File: src/rtl/blink_pkg.sv
// Shared definitions for the multi-channel LED blinker.
//   mode_e : per-channel operating mode (2-bit encoding matches cfg_mode).
//   ch_w() : width of a channel-select field for a given channel count
//            (never narrower than 1 bit, so a single-channel build still
//            has a usable cfg_ch port).
package blink_pkg;

    typedef enum logic [1:0] {
        MODE_OFF     = 2'd0,
        MODE_ON      = 2'd1,
        MODE_BLINK   = 2'd2,
        MODE_ONESHOT = 2'd3
    } mode_e;

    function automatic int ch_w(input int num_ch);
        return (num_ch > 1) ? $clog2(num_ch) : 1;
    endfunction

endpackage

File: src/rtl/blink_channel.sv
// One LED channel: config registers, phase counter, registered output and
// ONESHOT completion strobe.
//
// Ports
//   clk, rst       : system clock, synchronous active-high reset
//   tick_i         : shared prescaler strobe, advances the phase
//   cfg_we_i       : config write for this channel (already decoded)
//   cfg_mode_i     : new mode
//   cfg_period_i   : new period in ticks (0 behaves as 1)
//   cfg_on_i       : new high time in ticks
//   cfg_offset_i   : new starting phase
//   led_o          : registered LED level
//   done_o         : 1-cycle strobe when a ONESHOT finishes
//
// mode         | meaning
// -------------+--------------------------------------------------------
// MODE_OFF     | led low, phase held at 0
// MODE_ON      | led high, phase held at 0
// MODE_BLINK   | led = phase < on, phase wraps at eff_period
// MODE_ONESHOT | led = phase < on, phase counts up; drops to OFF when done
module blink_channel
    import blink_pkg::*;
#(
    parameter int CNT_W = 16
) (
    input  logic             clk,
    input  logic             rst,
    input  logic             tick_i,
    input  logic             cfg_we_i,
    input  mode_e            cfg_mode_i,
    input  logic [CNT_W-1:0] cfg_period_i,
    input  logic [CNT_W-1:0] cfg_on_i,
    input  logic [CNT_W-1:0] cfg_offset_i,
    output logic             led_o,
    output logic             done_o
);

    // The offset is folded into the phase at load time, so only the fields
    // that stay live afterwards are kept.
    typedef struct packed {
        mode_e            mode;
        logic [CNT_W-1:0] period;
        logic [CNT_W-1:0] on;
    } ch_cfg_t;

    localparam logic [CNT_W:0] INC_ONE = (CNT_W+1)'(1);

    ch_cfg_t          cfg_q, cfg_d;
    logic [CNT_W-1:0] phase_q, phase_d;
    logic             led_q, led_d;
    logic             done_q, done_d;

    logic [CNT_W-1:0] eff_period;
    logic [CNT_W-1:0] new_eff_period;
    logic [CNT_W:0]   phase_inc;

    always_comb begin
        cfg_d          = cfg_q;
        phase_d        = phase_q;
        done_d         = 1'b0;
        led_d          = 1'b0;
        eff_period     = (cfg_q.period == '0) ? CNT_W'(1) : cfg_q.period;
        new_eff_period = (cfg_period_i == '0) ? CNT_W'(1) : cfg_period_i;
        // One bit wider than the phase so the +1 can never wrap.
        phase_inc      = {1'b0, phase_q} + INC_ONE;

        if (cfg_we_i) begin
            // A write replaces everything, cancels a running ONESHOT and
            // swallows a coincident tick.
            cfg_d.mode   = cfg_mode_i;
            cfg_d.period = cfg_period_i;
            cfg_d.on     = cfg_on_i;
            if ((cfg_mode_i == MODE_BLINK || cfg_mode_i == MODE_ONESHOT) &&
                (cfg_offset_i < new_eff_period)) begin
                phase_d = cfg_offset_i;
            end else begin
                phase_d = '0;
            end
        end else if (tick_i) begin
            case (cfg_q.mode)
                MODE_BLINK: begin
                    if (phase_inc >= {1'b0, eff_period}) begin
                        phase_d = '0;
                    end else begin
                        phase_d = phase_inc[CNT_W-1:0];
                    end
                end
                MODE_ONESHOT: begin
                    // >= also covers on=0 and a start offset at/after on.
                    if (phase_inc >= {1'b0, cfg_q.on}) begin
                        cfg_d.mode = MODE_OFF;
                        phase_d    = '0;
                        done_d     = 1'b1;
                    end else begin
                        phase_d = phase_inc[CNT_W-1:0];
                    end
                end
                default: phase_d = '0;
            endcase
        end

        // Output is computed from the next state so it appears the cycle
        // right after the state changes.
        case (cfg_d.mode)
            MODE_OFF: led_d = 1'b0;
            MODE_ON:  led_d = 1'b1;
            default:  led_d = (phase_d < cfg_d.on);
        endcase
    end

    always_ff @(posedge clk) begin
        if (rst) begin
            cfg_q   <= '0;
            phase_q <= '0;
            led_q   <= 1'b0;
            done_q  <= 1'b0;
        end else begin
            cfg_q   <= cfg_d;
            phase_q <= phase_d;
            led_q   <= led_d;
            done_q  <= done_d;
        end
    end

    assign led_o  = led_q;
    assign done_o = done_q;

endmodule

File: src/rtl/multi_blinker.sv
// NUM_CH independent LED channels driven from one shared prescaled tick,
// each configured at runtime through a valid/ready write port.
//
// Ports
//   clk, rst    : system clock, synchronous active-high reset
//   en          : global run enable; low freezes tick and all phases
//   cfg_valid   : config write request
//   cfg_ready   : config accept (low only while in reset)
//   cfg_ch      : target channel; values >= NUM_CH are dropped
//   cfg_mode    : 0=OFF 1=ON 2=BLINK 3=ONESHOT
//   cfg_period  : blink period in ticks
//   cfg_on      : high time in ticks
//   cfg_offset  : starting phase
//   led_out     : registered channel outputs
//   pulse_done  : per-channel ONESHOT completion strobe
//   tick        : prescaler strobe (debug)
module multi_blinker
    import blink_pkg::*;
#(
    parameter int NUM_CH   = 4,
    parameter int CNT_W    = 16,
    parameter int PRESCALE = 1
) (
    input  logic                     clk,
    input  logic                     rst,
    input  logic                     en,
    input  logic                     cfg_valid,
    output logic                     cfg_ready,
    input  logic [ch_w(NUM_CH)-1:0]  cfg_ch,
    input  logic [1:0]               cfg_mode,
    input  logic [CNT_W-1:0]         cfg_period,
    input  logic [CNT_W-1:0]         cfg_on,
    input  logic [CNT_W-1:0]         cfg_offset,
    output logic [NUM_CH-1:0]        led_out,
    output logic [NUM_CH-1:0]        pulse_done,
    output logic                     tick
);

    localparam int CH_W = ch_w(NUM_CH);
    localparam int PS_W = (PRESCALE > 1) ? $clog2(PRESCALE) : 1;

    logic [PS_W-1:0] ps_q, ps_d;
    logic            ps_wrap;
    logic            cfg_fire;

    assign ps_wrap   = (ps_q == PS_W'(PRESCALE - 1));
    assign tick      = en & ~rst & ps_wrap;
    assign cfg_ready = ~rst;
    assign cfg_fire  = cfg_valid & cfg_ready;

    always_comb begin
        ps_d = ps_q;
        if (en) begin
            ps_d = ps_wrap ? '0 : ps_q + PS_W'(1);
        end
    end

    always_ff @(posedge clk) begin
        if (rst) begin
            ps_q <= '0;
        end else begin
            ps_q <= ps_d;
        end
    end

    for (genvar i = 0; i < NUM_CH; i++) begin : g_ch
        logic we;

        // An out-of-range cfg_ch matches no channel, so the write is lost.
        assign we = cfg_fire & (cfg_ch == CH_W'(i));

        blink_channel #(
            .CNT_W (CNT_W)
        ) u_ch (
            .clk          (clk),
            .rst          (rst),
            .tick_i       (tick),
            .cfg_we_i     (we),
            .cfg_mode_i   (mode_e'(cfg_mode)),
            .cfg_period_i (cfg_period),
            .cfg_on_i     (cfg_on),
            .cfg_offset_i (cfg_offset),
            .led_o        (led_out[i]),
            .done_o       (pulse_done[i])
        );
    end

endmodule

File: config.mk
export PLATFORM = sky130hd
export DESIGN_NAME = multi_blinker
export DESIGN_NICKNAME = d
export VERILOG_FILES = /design/src/rtl/blink_pkg.sv /design/src/rtl/blink_channel.sv /design/src/rtl/multi_blinker.sv
export SDC_FILE = /design/constraint.sdc
export NUM_CORES = 1
export LEC_CHECK = 0
export ABC_AREA = 1
export BUFFER_PORTS_ARGS = -buffer_cell sky130_fd_sc_hd__clkbuf_2
export CORE_MARGIN = 2
export CORE_UTILIZATION = 30
export CTS_BUF_LIST = sky130_fd_sc_hd__clkbuf_8 sky130_fd_sc_hd__clkbuf_16
export CTS_CLUSTER_DIAMETER = 30
export CTS_CLUSTER_SIZE = 8
export DETAILED_ROUTE_END_ITERATION = 10
export MAX_ROUTING_LAYER = met4
export PLACE_DENSITY = 0.57
export SYNTH_ARGS = -nofsm -noshare
export SYNTH_HDL_FRONTEND = slang
export SYNTH_SLANG_ARGS = --single-unit
File: constraint.sdc
create_clock -name clk -period 7.4 [get_ports clk]
set_clock_uncertainty 0.15 [all_clocks]
set_input_delay 0 -clock clk [delete_from_list [all_inputs] [get_ports clk]]
set_output_delay 0 -clock clk [all_outputs]
set_load 0.01 [all_outputs]
==> qor.txt <==
Ys flop type - dfxtp_1
Critical path fanouts, max - 12
DRT iter0 DRCs - 1153
Leak - 8.94 nW
Pwr dens - 242 nW/um2
Vias in the first global route - 14379
Die ar. - 51700 um2
Clock buffer count from CTS - 56
Fmax - 186 MHz
Synth async-reset ratio - 0%
Root buffer cell - clkbuf_16
RSZ-0062 raised after global routing - false
H-Tree Depth - 2
CP Launch Type - flop
Setup violators final - 0
Reg2reg end - g_ch[3].u_ch.led_o
Final GP Congestion - 0.909
Worst R2R Start - g_ch[3].u_ch.phase_q[0]
Worst EP arrival - 5.75 ns
Area Overhead vs Synth - 24.1%
Dominant cells by area after synthesis - dfxtp_1 28%, ha_1 17%, nand2_1 12%
Largest net degree at the start of global routing - 84
Cell Area, Synth - 15000 um2
Pre-CTS WS - 2.15 ns
Total power - 4.50 mW
Synth Area in Adders - 17.3%
Share of cells above drive strength 1 - 11.2%
Drt total wl - 53.6 mm
GRT Total Usage - 21.5%
Register area share after synthesis - 27.8%
Detailed placement HPWL - 38.6 mm
Clk Latency, worst-skew pair - 0.60 ns
Status - complete, no violations
Syn Area/Cell - 6.85 um2
Largest family of logic cells by synthesized area - simple AND/OR/NAND/NOR gates
Most area-hungry cell type in the Yosys netlist - dfxtp_1
Total grt overflow - 0
Starting Density - 30.5%
Port bufs - 65
Die width - 227 um
Met1 Wirelength - 24.3 mm
Most frequent cell after synthesis - nand2_1
Reg2Reg Depth - 31
Rel. slew slack - 27.2%
Critical Path Sink - g_ch[3].u_ch.led_o
Min Tclk post-route - 5.37 ns
Core Region - 49100 um2
Cells after DPL - 2840
Setup crit end kind - flop
Non-Filler Instances - 2997
Yosys warning count - 0
Syn Inst Count - 2187
DR WL/cell - 17.9 um
Met3 wire len - 3.51 mm
Critical path startpoint - g_ch[3].u_ch.phase_q[0]
Reg clk slew, reported paths - 0.05 ns
Mux share of post-synthesis cell area - 0%
Mapped Nets - 2450
Synth unique cells - 57
Worst Tran Pin Value - 1.09 ns
# DRC - 0
Setup TNS - 0 ns
Setup slack after layout - 2.03 ns
Met2 WL - 23.7 mm
Io pins - 66
Final nets - 2551
FF+latch count, synth - 208
Worst Hold Class - input pin to flop
Area fraction of the dominant cell type after synthesis - 27.8%
Die Y - 227 um
CTS tree - done
Synth Area in XOR/XNOR - 2.74%
Vias/cell - 4.93
CP max-delay cell - a21oi_1
Initial antenna violation count - 4
Synth top cells by count - 477 x nand2_1, 289 x inv_1, 208 x dfxtp_1, 207 x ha_1, 197 x nor2_1
Post-synth EDFFs - 0
Worst Path Required - 7.78 ns
Fin. Hold Viols - 0
DR top layer - met4
Max-cap violations - 0
Post-DRT Antenna Nets - 0
Setup slack, reg-to-reg - 2.03 ns
Via count - 14774
Clock tree buffer depth - 3
Slew Viols, Final - 0
Crit share post-route - 72.5%
Setup CP Type - flop to flop
IR Drop Worst-Case VDD - 0.145 mV
First-pass GRT wire length - 81.4 mm
PostCTS Resize Cnt - 0
Post-route cell area - 18600 um2
Placed Instance Area - 15800 um2
Post-synthesis compound-gate area fraction - 16.8%
CP peak stage delay - 0.85 ns
Cell Rows - 81
CTS Sinks - 208
CP most frequent cell - nand2_1
Synth Area in Simple Gates - 24.8%
DR pass1 iterations - 6
registers in the layout, summed over array words and instances (netlist names):
| signal | cells |
|---|---|
| g_ch.u_ch.cfg_q | 136 |
| g_ch.u_ch.done_o | 4 |
| g_ch.u_ch.led_o | 4 |
| g_ch.u_ch.phase_q | 64 |
cells by family (layout without fill, tap and decap cells):
kind of cell | after synthesis | after routing
other cells | 0 | 1
buf+inv | 403 | 548
flops | 208 | 208
compound gates | 455 | 455
fa+ha+maj | 207 | 207
xor+xnor | 46 | 46
simple gates | 868 | 868
worst min-delay path by stage:
stage               slack (ns)  cells past startpoint                     end        start
floorplan                 0.01                      2  g_ch[3].u_ch.cfg_q[32]  cfg_mode[0]
global placement          0.19                      2  g_ch[3].u_ch.cfg_q[33]          rst
detailed placement        0.20                      2  g_ch[3].u_ch.cfg_q[33]          rst
CTS                       0.02                      5  g_ch[1].u_ch.cfg_q[17]    cfg_valid
global route              0.08                      5  g_ch[1].u_ch.cfg_q[22]    cfg_valid
finish                    0.06                      5  g_ch[1].u_ch.cfg_q[17]    cfg_valid
layout make-up:
type	instances	area, um2
clock inverter	34	609
multi-input combinational	1576	9260
sequential	208	4160
clock buffer	68	1580
fill	5146	30500
antenna	1	2.50
inverter	317	1190
timing repair buffer	129	943
tap	664	831
metrics by stage:
step	hold slack [ns]	util, %
2_1_floorplan	0.0135	-
3_3_place_gp	0.193	32.3
3_5_place_dp	0.203	32.3
4_1_cts	0.0228	37.9
5_1_grt	0.0783	37.9
6_report	0.0613	37.9
critical path: cells and delay by family (launching register included):
family	cells	cell delay [ns]
simple gates	18	1.89
compound gates	8	1.73
fa+ha+maj	2	0.61
flops	1	0.42
xor+xnor	1	0.37
buf+inv	2	0.14
layout by cell type (no fill, tap or decap), drive strengths merged, types with 2 or more instances in the layout:
master,n
clkinv,12
nor2,207
a31oi,7
nor4,14
clkbuf,132
a22o,7
clkinvlp,3
a21o,2
and2,9
nand4,31
o21a,2
nand3,69
xnor2,6
buf,11
nand2,483
inv,320
dlygate4sd3,54
o31a,2
o22ai,7
nor3b,2
a22oi,8
o221ai,2
nor3,45
o211ai,3
o21bai,4
bufinv,16
xor2,40
ha,207
a41o,3
o21ai,207
or2,5
a21oi,181
nand3b,3
dfxtp,208
a211oi,14
routing by layer:
metal | track usage (%) | up-vias
met5 | - | -
met1 | 27.8 | 6778
met4 | 8.26 | 0
met3 | 3.51 | 110
li1 | - | 7419
met2 | 33.7 | 467
timing repair:
action / in CTS / in global routing
hold buffers: 54 / 0
endpoints found under the hold margin: 185 / 0
setup buffers: 0 / 0
where the power goes:
group | switching (mW) | internal, mW | total, mW
registers | 0.0166 | 1.16 | 1.17
logic | 0.338 | 0.170 | 0.507
clock network | 0.766 | 2.05 | 2.82
total | 1.12 | 3.38 | 4.50
Power figures use the tool's default switching activity.
